`src/rtl/loader_pkg.sv`:
```
// Shared definitions for the memory bus loader: command codes, default
// response bytes and the frame FSM state encoding.
package loader_pkg;

    localparam logic [7:0] CMD_WRITE   = 8'h57;
    localparam logic [7:0] CMD_READ    = 8'h52;
    localparam logic [7:0] ACK_DEFAULT = 8'h06;
    localparam logic [7:0] NAK_DEFAULT = 8'h15;

    typedef logic [2:0] state_t;

    localparam state_t S_IDLE = 3'd0;
    localparam state_t S_ADDR = 3'd1;
    localparam state_t S_DATA = 3'd2;
    localparam state_t S_BUS  = 3'd3;
    localparam state_t S_RESP = 3'd4;

    // The bus is word-addressed; the frame's low address bits are dropped.
    function automatic logic [31:0] word_align(input logic [31:0] addr);
        return {addr[31:2], 2'b00};
    endfunction

endpackage

```
`src/rtl/loader_resp_ser.sv`:
```
// Response serializer: emits 1 or 4 bytes of a word LSB-first on a
// valid/ready byte channel and pulses o_done on the last transfer.
module loader_resp_ser
    import loader_pkg::*;
(
    input  logic        i_clk,
    input  logic        i_rst_n,
    input  logic        i_start,
    input  logic [31:0] i_word,
    input  logic        i_four,
    output logic [7:0]  o_tx_data,
    output logic        o_tx_valid,
    input  logic        i_tx_ready,
    output logic        o_done
);

    logic [7:0]  r_data;
    logic [23:0] r_rest;
    logic [1:0]  r_left;
    logic        r_valid;
    logic        w_xfer;

    assign w_xfer     = r_valid & i_tx_ready;
    assign o_done     = w_xfer & (r_left == 2'd0);
    assign o_tx_data  = r_data;
    assign o_tx_valid = r_valid;

    always_ff @(posedge i_clk or negedge i_rst_n) begin
        if (!i_rst_n) begin
            r_data  <= '0;
            r_rest  <= '0;
            r_left  <= '0;
            r_valid <= 1'b0;
        end else if (i_start) begin
            r_valid <= 1'b1;
            r_data  <= i_word[7:0];
            r_rest  <= i_word[31:8];
            r_left  <= i_four ? 2'd3 : 2'd0;
        end else if (w_xfer) begin
            if (r_left == 2'd0) begin
                r_valid <= 1'b0;
            end else begin
                r_data <= r_rest[7:0];
                r_rest <= {8'h00, r_rest[23:8]};
                r_left <= r_left - 2'd1;
            end
        end
    end

endmodule

```
`src/rtl/mem_bus_loader.sv`:
```
// Byte-stream driven bus initiator: decodes 'W'/'R' host frames into single
// word bus accesses and answers with read data, ACK or NAK.
module mem_bus_loader
    import loader_pkg::*;
#(
    parameter int unsigned TIMEOUT  = 1024,
    parameter logic [7:0]  ACK_BYTE = ACK_DEFAULT,
    parameter logic [7:0]  NAK_BYTE = NAK_DEFAULT
) (
    input  logic        clk,
    input  logic        resetn,
    input  logic [7:0]  rx_data,
    input  logic        rx_valid,
    output logic        rx_ready,
    output logic [7:0]  tx_data,
    output logic        tx_valid,
    input  logic        tx_ready,
    output logic        mem_valid,
    output logic [31:0] mem_addr,
    output logic [31:0] mem_wdata,
    output logic [3:0]  mem_wstrb,
    input  logic        mem_ready,
    input  logic [31:0] mem_rdata,
    output logic        active
);

    localparam int unsigned   TW       = (TIMEOUT == 0) ? 1 : $clog2(TIMEOUT + 1);
    localparam logic [TW-1:0] TMO_LAST = TW'((TIMEOUT == 0) ? 0 : TIMEOUT - 1);

    state_t        r_state;
    logic [1:0]    r_byte_cnt;
    logic          r_is_write;
    logic [31:0]   r_addr;
    logic [31:0]   r_wdata;
    logic [TW-1:0] r_tmo;

    logic          w_rx_fire;
    logic          w_is_cmd;
    logic          w_tmo_hit;
    logic          w_bus_ok;
    logic          w_bus_fail;
    logic          w_bad_cmd;
    logic          w_start;
    logic          w_four;
    logic [31:0]   w_word;
    logic          w_done;

    assign rx_ready  = (r_state == S_IDLE) || (r_state == S_ADDR) || (r_state == S_DATA);
    assign w_rx_fire = rx_valid & rx_ready;
    assign w_is_cmd  = (rx_data == CMD_WRITE) || (rx_data == CMD_READ);

    // mem_ready takes priority, so a completion in the expiring cycle succeeds.
    assign w_tmo_hit  = (TIMEOUT != 0) && (r_tmo == TMO_LAST);
    assign w_bus_ok   = (r_state == S_BUS) && mem_ready;
    assign w_bus_fail = (r_state == S_BUS) && !mem_ready && w_tmo_hit;
    assign w_bad_cmd  = (r_state == S_IDLE) && w_rx_fire && !w_is_cmd;

    assign w_start = w_bus_ok | w_bus_fail | w_bad_cmd;
    assign w_four  = w_bus_ok & ~r_is_write;
    assign w_word  = w_four ? mem_rdata : {24'h000000, (w_bus_ok ? ACK_BYTE : NAK_BYTE)};

    assign mem_valid = (r_state == S_BUS);
    assign mem_addr  = word_align(r_addr);
    assign mem_wdata = r_wdata;
    assign mem_wstrb = ((r_state == S_BUS) && r_is_write) ? 4'hF : 4'h0;
    assign active    = (r_state != S_IDLE);

    always_ff @(posedge clk or negedge resetn) begin
        if (!resetn) begin
            r_state    <= S_IDLE;
            r_byte_cnt <= '0;
            r_is_write <= 1'b0;
            r_addr     <= '0;
            r_wdata    <= '0;
            r_tmo      <= '0;
        end else begin
            case (r_state)
                S_IDLE: begin
                    if (w_rx_fire) begin
                        if (w_is_cmd) begin
                            r_state    <= S_ADDR;
                            r_byte_cnt <= '0;
                            r_is_write <= (rx_data == CMD_WRITE);
                        end else begin
                            r_state <= S_RESP;
                        end
                    end
                end
                S_ADDR: begin
                    if (w_rx_fire) begin
                        r_addr[{r_byte_cnt, 3'b000} +: 8] <= rx_data;
                        r_byte_cnt <= r_byte_cnt + 2'd1;
                        if (r_byte_cnt == 2'd3) begin
                            r_state <= r_is_write ? S_DATA : S_BUS;
                            r_tmo   <= '0;
                        end
                    end
                end
                S_DATA: begin
                    if (w_rx_fire) begin
                        r_wdata[{r_byte_cnt, 3'b000} +: 8] <= rx_data;
                        r_byte_cnt <= r_byte_cnt + 2'd1;
                        if (r_byte_cnt == 2'd3) begin
                            r_state <= S_BUS;
                            r_tmo   <= '0;
                        end
                    end
                end
                S_BUS: begin
                    if (w_bus_ok || w_bus_fail) begin
                        r_state <= S_RESP;
                    end else if (r_tmo != '1) begin
                        r_tmo <= r_tmo + 1'b1;
                    end
                end
                S_RESP: begin
                    if (w_done) begin
                        r_state <= S_IDLE;
                    end
                end
                default: r_state <= S_IDLE;
            endcase
        end
    end

    loader_resp_ser u_resp_ser (
        .i_clk      (clk),
        .i_rst_n    (resetn),
        .i_start    (w_start),
        .i_word     (w_word),
        .i_four     (w_four),
        .o_tx_data  (tx_data),
        .o_tx_valid (tx_valid),
        .i_tx_ready (tx_ready),
        .o_done     (w_done)
    );

endmodule

```
`config.mk`:
```
export PLATFORM = sky130hd
export DESIGN_NAME = mem_bus_loader
export DESIGN_NICKNAME = d
export VERILOG_FILES = /design/src/rtl/loader_pkg.sv /design/src/rtl/loader_resp_ser.sv /design/src/rtl/mem_bus_loader.sv
export SDC_FILE = /design/constraint.sdc
export NUM_CORES = 1
export LEC_CHECK = 0
export BUFFER_PORTS_ARGS = -buffer_cell sky130_fd_sc_hd__buf_4
export CORE_MARGIN = 2
export CORE_UTILIZATION = 55
export DETAILED_ROUTE_END_ITERATION = 10
export PLACE_DENSITY = 0.87
export SETUP_SLACK_MARGIN = 0.02
export SYNTH_ARGS = -nofsm -noshare
export SYNTH_HDL_FRONTEND = slang
export SYNTH_SLANG_ARGS = --single-unit
```
`constraint.sdc`:
```
create_clock -name clk -period 4.9 [get_ports clk]
set_clock_uncertainty 0.1 [all_clocks]
set_input_delay 0.735 -clock clk [delete_from_list [all_inputs] [get_ports clk]]
set_output_delay 0.735 -clock clk [all_outputs]
set_load 0.03 [all_outputs]
```
=== Word-level counts from Yosys, hierarchy flattened ===
Index checks and enable logic that the tools add are counted.
W data, S select, Z words.

* Bitwise operators: 7
* Shift operators: 2
* Equal/unequal tests: 22
* Reduce and logical (&&, ||, !) cells: 28
* Muxes and demuxes: 37
* Add/subtract/negate cells: 4

{| class="wikitable"
|+ Operators by type and width
! operator !! number
|-
| $mux W24 || 3
|-
| $bwmux W32 || 2
|-
| $mux W11 || 4
|-
| $mux W32 || 1
|-
| $shift A8 B7 Y32 const A || 1
|-
| $shiftx A8 B7 Y32 || 1
|-
| $mux W3 || 8
|-
| $mux W8 || 3
|-
| $pmux W11 S2 || 1
|-
| $eq A8 B7 Y1 const B || 2
|-
| $ne A2 B1 Y1 const B || 8
|-
| $pmux W3 S5 || 1
|-
| $mux W2 || 7
|-
| $add A11 B1 Y11 const B || 1
|-
| $eq A11 B10 Y1 const B || 1
|-
| $ne A11 B11 Y1 const B || 1
|-
| $ne A2 B2 Y1 const B || 5
|-
| $reduce_and A2 Y1 || 4
|-
| $reduce_bool A2 Y1 || 4
|-
| $neg A5 Y7 || 1
|-
| $reduce_and A7 Y1 || 1
|-
| $eq A3 B2 Y1 const B || 2
|-
| $logic_and A1 B1 Y1 || 6
|-
| $mux W5 || 1
|-
| 20 further kinds || 31
|}

* Register bits: 116

=== Longest topological paths before layout ===
Gate-level depths: netlist (run 1).

* Depth after elaboration: 9
* Mapped depth: 7
* Mapped depth without buffers: 6

=== Modules after synthesis ===
A second synthesis (run 1) with hierarchy kept.

* Cell total of the unflattened synthesis: 588
* Area, all modules: 5355.1 µm²

{| class="wikitable"
|+ Modules (own cells, without submodules)
! module !! area an instance (µm²) !! seq. area each (µm²) !! times used !! cells each
|-
| mem_bus_loader || 3734.8 || 1976.9 || 1 || 408
|-
| loader_resp_ser || 1620.3 || 875.8 || 1 || 180
|}

=== Worst setup path before layout (run 1) ===
No wires, ideal clock.

* Path type: reg2out
* Start: reg r_state[2]
* End: out mem_wstrb[1]
* Path slack: 2347 ps
* Arrival: 1718 ps
* Cell stages (with the launch flop): 6
* Cells stage by stage: dfrtp_1 clkbuf_1 nand3b_1 inv_1 and2_1 buf_4

* Cells in the longest elaborated chain, start to end: 3

{| class="wikitable"
|+ RTL lines
! element !! line !! source
|-
| start, declared || mem_bus_loader.sv:30 || <nowiki>state_t r_state;</nowiki>
|-
| start signal, assigned || mem_bus_loader.sv:94 || <nowiki>r_state <= r_is_write ? S_DATA : S_BUS;</nowiki>
|-
| $eq A3 B2 Y1 || n/a ||
|-
| net mem_valid || mem_bus_loader.sv:18 || <nowiki>output logic mem_valid,</nowiki>
|-
| $logic_and A1 B1 Y1 || mem_bus_loader.sv:65 || <nowiki>assign mem_wstrb = ((r_state == S_BUS) && r_is_write) ? 4'hF : 4'h0;</nowiki>
|-
| $mux W4 || mem_bus_loader.sv:65 ||
|-
| end, declared || mem_bus_loader.sv:21 || <nowiki>output logic [3:0] mem_wstrb,</nowiki>
|}

The timed path passes the listed nets, and every way through them passes these cells.

=== Worst setup path in the final report (run 1) ===
* Start: reg r_state[1]
* End: out mem_wstrb[2]

* Cells in the longest elaborated chain, start to end: 3

{| class="wikitable"
|+ RTL lines
! element !! line
|-
| $eq A3 B2 Y1 || mem_bus_loader.sv:65
|-
| $logic_and A1 B1 Y1 || mem_bus_loader.sv:65
|-
| $mux W4 || mem_bus_loader.sv:65
|}

No other way between the ends.

==> results.txt, run 1 <==
- Cell at the slowest stage of the critical path: dfrtp_1
- HPWL after DPL: ~9700 um
- Endpoints failing hold: 0
* Number of antenna violations at the first check in global routing: 0
- # diodes: 0
- Cell count after synthesis: around 500
* Top cells by area in the synthesized netlist: dfrtp_1 (52%), mux2_2 (8.6%), nand2_1 (4.6%)
- Max capacitance violation total: 0
- The core region is ~0.01 mm^2.
- Total vias in the final route: about 4500
- Beginning of the worst register-to-register path: r_state[1]
* Proportion of power drawn by the clock network: around 40%
* Number of storage elements in the synthesis netlist: ~110
- P_int: between 2000 and 2500 uW
* Unrepaired setup endpoints after global routing: false
- The most used flip-flop cell after synthesis is dfrtp_1.
- The worst-case IR drop observed on VDD is roughly 260 uV.
- Post-synthesis to final-layout area growth: 29.3%
- Area fraction of the dominant cell type after synthesis: between 50% and 60%
* Switching power summed over all nets: a little over 900 uW
- # placed instances: 733
- Once the clock tree was built, the setup fixing pass inserted 0 buffers.
- Num rows: 36
- Number of distinct library cells after synthesis: 56
- CTS built an H-tree with a depth of 4.
- Stage delay of the slowest cell on the critical path: 0.55 ns
* Top cell type by total area after synthesis: dfrtp_1
- Crit path buf inv count: 3
* Kind of critical path: flop to output port
- Height of the die: ~100 um
- Data arrival time at the worst-slack endpoint: approximately 2.2 ns
- For this run, asynchronously set or reset flops after synthesis account for 100%.
- Dividing the detail-routed wire length by the instance count gives between 15 and 20 um.
* Clock latency at the later pin of the worst-skew pair: between 0.5 and 0.6 ns
* Sequential-to-total area share from yosys stat: about half
- Derived from the worst setup path, the maximum achievable clock frequency is ~330 MHz.
- Remaining global-route overflow: 0
* Final setup violation count: 0
- Max transition margin: a little under a quarter
* DRC violation total after the first TritonRoute iteration: 248
- Hold-fix buffer count after cts: 0
* Root Buffer: clkbuf_8
* Lkg Pwr: roughly 0.0034 uW
* IO Port Bufs: 122
* Total length of routed wires: roughly 14000 um
- The final critical path takes up a little over three fifths of the cycle.
- RePlAce Congestion: between 0.8 and 0.9
- Mean Syn Cell Area: approximately 11 um^2
* Number of buffers inserted during clock tree synthesis: 17
* Net Sw Frac: ~29%
- Global-route wire length before repair: between 20000 and 25000 um
- Clock sink count: between 100 and 150
* Nets: 672
* Endpoint required time on the critical path: 4.07 ns
- The run finished with clean final reports.
- Vias per std cell: between 5 and 6
* Final cell count without fillers: 765
* Area of the mapped netlist: 0.00551 mm^2
* Io pins: about 130
* Vias in the first global route: approximately 4500
- Antenna Violating Nets Remaining: 0
* Starting density of the core: roughly 57%
- Counting along the longest clock path gives a buffer depth of 2.
- GRT Resource Usage Total: a little over a quarter
- Power spread over the standard cell area amounts to 446 mW/mm^2.
* Count of flip-flops with a built-in enable after synthesis: 0
- Post-CTS repair changed the size of 0 cells.
* Launching element type of the critical path: flop
- Final Util: roughly three quarters
- Fillers: 708
* Worst r2r path cells: 5
- For this run, the number of Yosys warnings is 0.
- By instance count, the cell type seen most on the critical path is buf_4.
- The floorplan step defined a die boundary enclosing between 0.01 and 0.015 mm^2.
- Endpoint type of the worst setup path: output port
* TritonCTS clock tree: built
- The cell family contributing the most delay on the critical path is buffers and inverters.
* Ratio of cells with drive above 1 in the final layout: about a third
- Entering global routing, the biggest net connects 80 pins.
- Cell chain of the critical path: nand3b_1 > buf_4 > inv_1 > and2_1 > buf_4
* Setup slack, reg-to-reg: approximately 2.2 ns
* Die outline width: between 100 and 150 um
- The final-report max-slew violation count came to 0.
- For the pin with the worst max-slew slack, the measured transition is ~1.1 ns.
* Clock-pin transition on the worst setup and hold timing paths: 0.06 ns
* Crit path max fanout: 32
* Worst min path class: input pin to async pin
- Capturing point of the worst reg2reg path: u_resp_ser.r_rest[12]
* Number of iterations in the first detailed-routing pass: 4
- The smallest clock period supported by the final layout is computed as approximately 3.1 ns.
* Remaining design rule violation count: 0
* Power share of the combinational group: 22.6%
- Sequential cells account for between 30 and 40% of the total power.
- Post-route setup TNS: 0 ns
[cell families (layout without fill, tap and decap cells)]
family | count (synthesis) | in the layout | synth area share (%)
compound gates | 112 | 112 | 15.5
xor+xnor | 3 | 3 | 0.477
fa+ha+maj | 8 | 8 | 1.82
buf+inv | 48 | 178 | 4.02
flops | 114 | 114 | 51.8
mux | 51 | 51 | 10.2
other cells | 1 | 2 | 0.0681
simple gates | 164 | 164 | 16.1
[cells in the final DEF, fill, tap and decap left out, types with 2 or more instances in the layout]
cell type   Yosys  routed
buf_4           5     126
dfrtp_1       114     114
nand2_1        68      68
mux2_2         42      42
o211ai_1       32      32
and2_1         26      26
nand2b_1       23      23
a2bb2oi_1      20      20
inv_1          20      20
o21ai_0        20      20
clkbuf_16       0      16
a22o_1         11      11
mux2i_1         9       9
nor2_1          9       8
ha_1            8       8
nor3_1          6       6
or4_1           6       6
o31ai_1         5       5
clkinvlp_4      0       5
a21oi_1         4       4
or3_1           4       4
bufinv_16       0       4
nand3_1         3       3
xor2_1          3       3
nor3b_1         3       3
o2bb2ai_1       3       3
clkbuf_8        0       3
nand3b_1        2       2
nand4b_1        2       2
and3b_1         2       2
a21o_1          2       2
a211oi_1        2       2
conb_1          1       2
[cell usage after synthesis, types with 8 or more instances]
| master | count |
|---|---|
| a2bb2oi_1 | 20 |
| and2_1 | 26 |
| inv_1 | 20 |
| ha_1 | 8 |
| dfrtp_1 | 114 |
| clkbuf_1 | 14 |
| nand2b_1 | 23 |
| o211ai_1 | 32 |
| mux2_2 | 42 |
| nor2_1 | 9 |
| mux2i_1 | 9 |
| a22o_1 | 11 |
| nand2_1 | 68 |
| o21ai_0 | 20 |
[worst max path at each step]
stage / endpoint / slack (ns) / startpoint / cells past startpoint
after detailed placement: u_resp_ser.r_rest[1] / 1.82 / rx_data[7] / 6
after floorplan: mem_wstrb[1] / 2.35 / r_state[2] / 5
final: mem_wstrb[2] / 1.83 / r_state[1] / 5
after global routing: active / 1.71 / r_state[1] / 3
after CTS: mem_wstrb[2] / 1.85 / r_state[1] / 5
after global placement: u_resp_ser.r_rest[14] / 1.89 / rx_data[7] / 6
[power groups by stage]
stage	logic, uW	clock network [uW]	registers (uW)
global route	782	1350	1170
finish	716	1300	1150
CTS	720	1300	1150
floorplan	439	0	1210
detailed placement	714	0	1160
global placement	680	0	1160
[layout make-up]
type	instances	area [um^2]	share of cell area [%]
clock buffers	20	445	6.25
clock inverters	12	180	2.53
inverters	20	75.1	1.05
multi-input cells	340	2460	34.5
flip-flops and latches	114	2850	40.0
well taps	133	166	2.34
repair buffers	126	946	13.3
[per-layer routing]
| metal | part of all wire [%] | GRT usage, % | vias up |
|---|---|---|---|
| li1 | - | - | 2035 |
| met3 | 4.9 | 7.27 | 24 |
| met4 | 1.6 | 10.1 | 0 |
| met2 | 50 | 44.4 | 144 |
| met5 | 0 | 0 | - |
| met1 | 43 | 35.8 | 2253 |
[registers in the layout (all words and copies together), names as in the netlist, 2 cells and up]
signal / flops
u_resp_ser.r_rest: 24
r_tmo: 11
r_byte_cnt: 2
mem_wdata: 32
r_state: 3
u_resp_ser.r_left: 2
u_resp_ser.o_tx_data: 8
r_addr: 30
[metrics by stage]
step                power (uW)  instance area, um^2  setup WS, ns  hold WS [ns]
finish                    3180                 7120          1.83         0.268
global route              3300                 7120          1.71         0.309
CTS                       3180                 7120          1.85         0.308
detailed placement        1880                 6500          1.82         0.378
global placement          1840                 6500          1.89         0.366
floorplan                 1650                 5510          2.35         0.339
No activity file was read; power rests on OpenSTA's default activity.
==> run 2: changes to the inputs <==
--- a/config.mk
+++ b/config.mk
@@ -5,11 +5,12 @@
 export SDC_FILE = /design/constraint.sdc
 export NUM_CORES = 1
 export LEC_CHECK = 0
+export ABC_AREA = 1
 export BUFFER_PORTS_ARGS = -buffer_cell sky130_fd_sc_hd__buf_4
 export CORE_MARGIN = 2
-export CORE_UTILIZATION = 55
+export CORE_UTILIZATION = 49
 export DETAILED_ROUTE_END_ITERATION = 10
-export PLACE_DENSITY = 0.87
+export PLACE_DENSITY = 0.82
 export SETUP_SLACK_MARGIN = 0.02
 export SYNTH_ARGS = -nofsm -noshare
 export SYNTH_HDL_FRONTEND = slang
==> constraint.sdc (replaced) <==
create_clock -name clk -period 2.6 [get_ports clk]
set_clock_uncertainty 0.1 [all_clocks]
set_input_delay 0.39 -clock clk [delete_from_list [all_inputs] [get_ports clk]]
set_output_delay 0.39 -clock clk [all_outputs]
set_load 0.03 [all_outputs]
==> run 2 against run 1 <==
Against the previous run:
- sequential share of layout area down 0.88 points
- critical path depth unchanged
- final cell count up 19%
- first-iteration DRC count up 5.6%
==> results.txt, run 2 <==
* Slew at the pin closest to its max-slew limit: 0.825 ns (was 1.15 ns)
- The fraction of power consumed by sequential logic is 35.4% (was 36.4%).
- Total length of routed wires: 13900 um (was 14300 um)
* Antenna Violating Nets Remaining: 0 (unchanged)
- HPWL after DPL: 9650 um (was 9680 um)
- The number of top-level design ports came to 125 (unchanged).
- Sequential-to-total area share from yosys stat: 50.8% (was 51.8%)
* Max capacitance violation total: 0 (unchanged)
- Top cells by area in the synthesized netlist: dfrtp_1 (51%), nand2_1 (14%), mux2_2 (12%) (was dfrtp_1 (52%), mux2_2 (8.6%), nand2_1 (4.6%)).
* Flip-flop count of the largest register, all copies and words added: 32 (unchanged)
* Area occupied by registers: 0.00285 mm^2 (unchanged)
* Cell count after synthesis: 633 (was 501)
* Number of pins with negative max-slew slack in the final report: 0 (unchanged)
- Proportion of power drawn by the clock network: 43.7% (was 41.1%)
* Number of stages on the worst hold path: 3
- Num rows: 39 (was 36)
- Min Clock Period, post-route: roughly 2.3 ns
- The setup-violating endpoint count in the final report was 0 (unchanged).
* Starting density of the core: 49.6% (was 56.6%)
- Total die area: 0.0123 mm^2 (was 0.0108 mm^2)
* Total vias in the final route: 4761 (was 4456)
* Number of distinct library cells after synthesis: 29 (was 56)
* Routed len/inst: 15.2 um (was 18.7 um)
- The clock latency reported for the late side of the worst-skew pair came to 0.41 ns (was 0.53 ns).
- The number of antenna violations at the first check in global routing came to 0 (unchanged).
- Unrepaired setup endpoints after global routing: false (unchanged)
- The quantity of I/O buffers inserted on ports came to 122 (unchanged).
- Count of flip-flops with a built-in enable after synthesis: 0 (unchanged)
- Maximum achievable frequency: 430 MHz
- Clock Path Buffers: 2 (unchanged)
- The ratio of total power to cell area came to 773 mW/mm^2 (was 446 mW/mm^2).
- The most common library cell in the layout ignoring fill and taps is nand2_1 (was buf_4).
* Crit path max fanout: 12 (was 32)
* Area of the mapped netlist: 0.00562 mm^2 (was 0.00551 mm^2)
- The CTS H-tree depth came to 4 (unchanged).
- The worst ir drop on vdd was 568 uV (was 255 uV).
- Global-route wire length before repair: 23100 um (was 23500 um)
- The ratio of routed vias to standard cells is 5.21 (was 5.82).
- The area taken by multi-input logic gates was 0.00242 mm^2 (was 0.00246 mm^2).
- # diodes: 0 (unchanged)
* Mean Syn Cell Area: 8.87 um^2 (was 11.0 um^2)
- Result of the run: complete, no violations (unchanged)
- The required time of the worst setup path was 2.11 ns (was 4.07 ns).
- Number of buffers inserted during clock tree synthesis: 17 (unchanged)
- The setup slack at placement came to 0.406 ns (was 1.82 ns).
* Setup slack of the critical path after layout: 0.276 ns (was 1.83 ns)
* Yosys warning total: 0 (unchanged)
- The placer's final routability congestion estimate is 0.841 (was 0.801).
- The worst-case reg-to-reg path depth came to 9 (was 5).
- The type of the tightest min-delay check was input pin to flop (was input pin to async pin).
- Root Buffer: clkbuf_16 (was clkbuf_8)
* Most common cell in the synthesized netlist: nand2_1 (was dfrtp_1)
- # Post-CTS Setup Buffers: 0 (unchanged)
- Top_reg_cell synth: dfrtp_1 (unchanged)
* Endpoints failing hold: 0 (unchanged)
- Top cells by instance count after synthesis: nand2_1 (206), dfrtp_1 (114), mux2_2 (60), inv_1 (51), nor2_1 (50) (was dfrtp_1 (114), nand2_1 (68), mux2_2 (42), o211ai_1 (32), and2_1 (26))
* P_int: 3980 uW (was 2250 uW)
- Lkg Pwr: 0.00394 uW (was 0.00344 uW)
* Endpoint type of the worst setup path: output port (unchanged)
- Fillers: 915 (was 708)
- Most used cells in the layout excluding fill and tap cells: nand2_1 (206), buf_4 (128), dfrtp_1 (114), mux2_2 (60), inv_1 (51) (was buf_4 (126), dfrtp_1 (114), nand2_1 (68), mux2_2 (42), o211ai_1 (32))
- Top cell type by total area after synthesis: dfrtp_1 (unchanged)
- Post-layout instance area: 0.00728 mm^2 (was 0.00712 mm^2)
* Placeable core area: 0.0113 mm^2 (was 0.00973 mm^2)
* Remaining design rule violation count: 0 (unchanged)
- Data arrival time at the worst-slack endpoint: 1.83 ns (was 2.24 ns)
- The net total in the final layout was 811 (was 672).
* Net Sw Frac: 29.3% (was 29.1%)
- The via count of the first global-routing pass was 4747 (was 4527).
- The fraction of synthesized cell area taken by the top area cell type came to 50.8% (was 51.8%).
- The maximum number of pins on one net before global-route repair is 61 (was 80).
- The share of layout cells above drive strength 1 is 31.9% (was 32.9%).
- Kind of critical path: flop to output port (unchanged)
- GRT Resource Usage Total: 23.4% (was 27.4%)
- Launching element type of the critical path: flop (unchanged)
- The first-pass iteration count of the detailed router came to 7 (was 4).
- The horizontal die dimension is 111 um (was 104 um).
* Switching power summed over all nets: 1650 uW (was 924 uW)
- TritonCTS clock tree: built (unchanged)
- The clock input transition at the sequential cells of the worst setup and hold paths is 0.05 ns (was 0.06 ns).
- Post-detailed-placement cell area: 0.00665 mm^2 (was 0.00650 mm^2)
* Clock sink count: 114 (unchanged)
- The share of total power in combinational logic is 20.9% (was 22.6%).
- The register bit total from synthesis came to 114 (unchanged).
* Remaining global-route overflow: 0 (unchanged)
- The height of the chip is 111 um (was 104 um).
- The worst path uses 89.4% of the clock period.
- The violation count after the first detailed-routing iteration was 262 (was 248).
* Async SR Flop Fraction: 100% (unchanged)
- Post-route setup TNS: 0 ns (unchanged)
- The relative slew slack is 45.0% (was 23.5%).
- Post-synthesis to final-layout area growth: 29.7% (was 29.3%)
-- run 2: changes by cell type after synthesis, sizes merged, moves of 25 or more --
cell / previous run / this run
and2: 26 / 1
inv: 20 / 53
nand2: 68 / 207
nand3: 3 / 36
nor2: 9 / 60
o211ai: 32 / 0
-- run 2: repair_timing --
action	in CTS	in global routing
gates resized for setup	0	1
endpoints found under the hold margin	8	0
endpoints found under the setup margin	0	4
hold buffers	1	0
-- run 2: worst max-delay path, cell delays in order, from the launching register on --
cell and delay [ns]:
dfrtp_1 0.48, nand2_2 0.11, nor2_4 0.20, inv_1 0.24
nor2_2 0.20, buf_4 0.19
-- run 2: cell families (layout without fill, tap and decap cells) --
logic type | after synthesis | count (layout) | synth area share [%]
mux | 60 | 60 | 12.0
xor+xnor | 7 | 7 | 1.09
fa+ha+maj | 8 | 8 | 1.78
other cells | 1 | 2 | 0.0668
simple gates | 342 | 342 | 25.9
flops | 114 | 114 | 50.8
buf+inv | 79 | 215 | 6.24
compound gates | 22 | 22 | 2.12
-- run 2: stage by stage --
step / std cells / total power (uW) / hold slack, ns / utilization [%]
after floorplan: 634 / 2790 / -0.00559 / -
after global placement: 881 / 3160 / 0.357 / 58.8
after detailed placement: 881 / 3200 / 0.358 / 58.8
after CTS: 913 / 5660 / 0.0764 / 64.3
after global routing: 913 / 5880 / 0.0733 / 64.3
final: 913 / 5630 / 0.0921 / 64.3
-- run 2: final cells by class --
| cell class | count | area share (%) |
|---|---|---|
| inverters | 53 | 2.73 |
| repair buffers | 131 | 13.9 |
| well taps | 143 | 2.46 |
| multi-input cells | 441 | 33.3 |
| flip-flops and latches | 114 | 39.2 |
| clock inverters | 10 | 2.16 |
| clock buffers | 21 | 6.32 |
-- run 2: worst paths after layout --
path,from,endpoint,slack [ns]
min reg2reg,u_resp_ser.r_left[0],u_resp_ser.r_left[0],0.38
min,mem_rdata[29],u_resp_ser.r_rest[21],0.09
min in group asynchronous,resetn,r_tmo[1],0.51
max,r_state[0],mem_wstrb[2],0.28
max in group asynchronous,resetn,mem_wdata[10],1.24
max reg2reg,r_tmo[0],u_resp_ser.r_rest[16],0.28
-- run 2: per-layer routing --
layer  vias to the layer above  track usage (%)  share of wire [%]
met5                         -                0                  0
met4                         0             8.23                1.5
met3                        26             7.33                7.5
met2                       185             38.0                 49
met1                      2280             30.0                 42
li1                       2270                -                  -
-- run 2: power groups by stage --
| stage | Clock (uW) | Combinational (uW) | Sequential (uW) |
|---|---|---|---|
| 3_5_place_dp | 0 | 1180 | 2020 |
| 2_1_floorplan | 0 | 612 | 2180 |
| 5_1_grt | 2570 | 1300 | 2010 |
| 4_1_cts | 2490 | 1180 | 1990 |
| 3_3_place_gp | 0 | 1140 | 2020 |
| 6_report | 2460 | 1180 | 1990 |
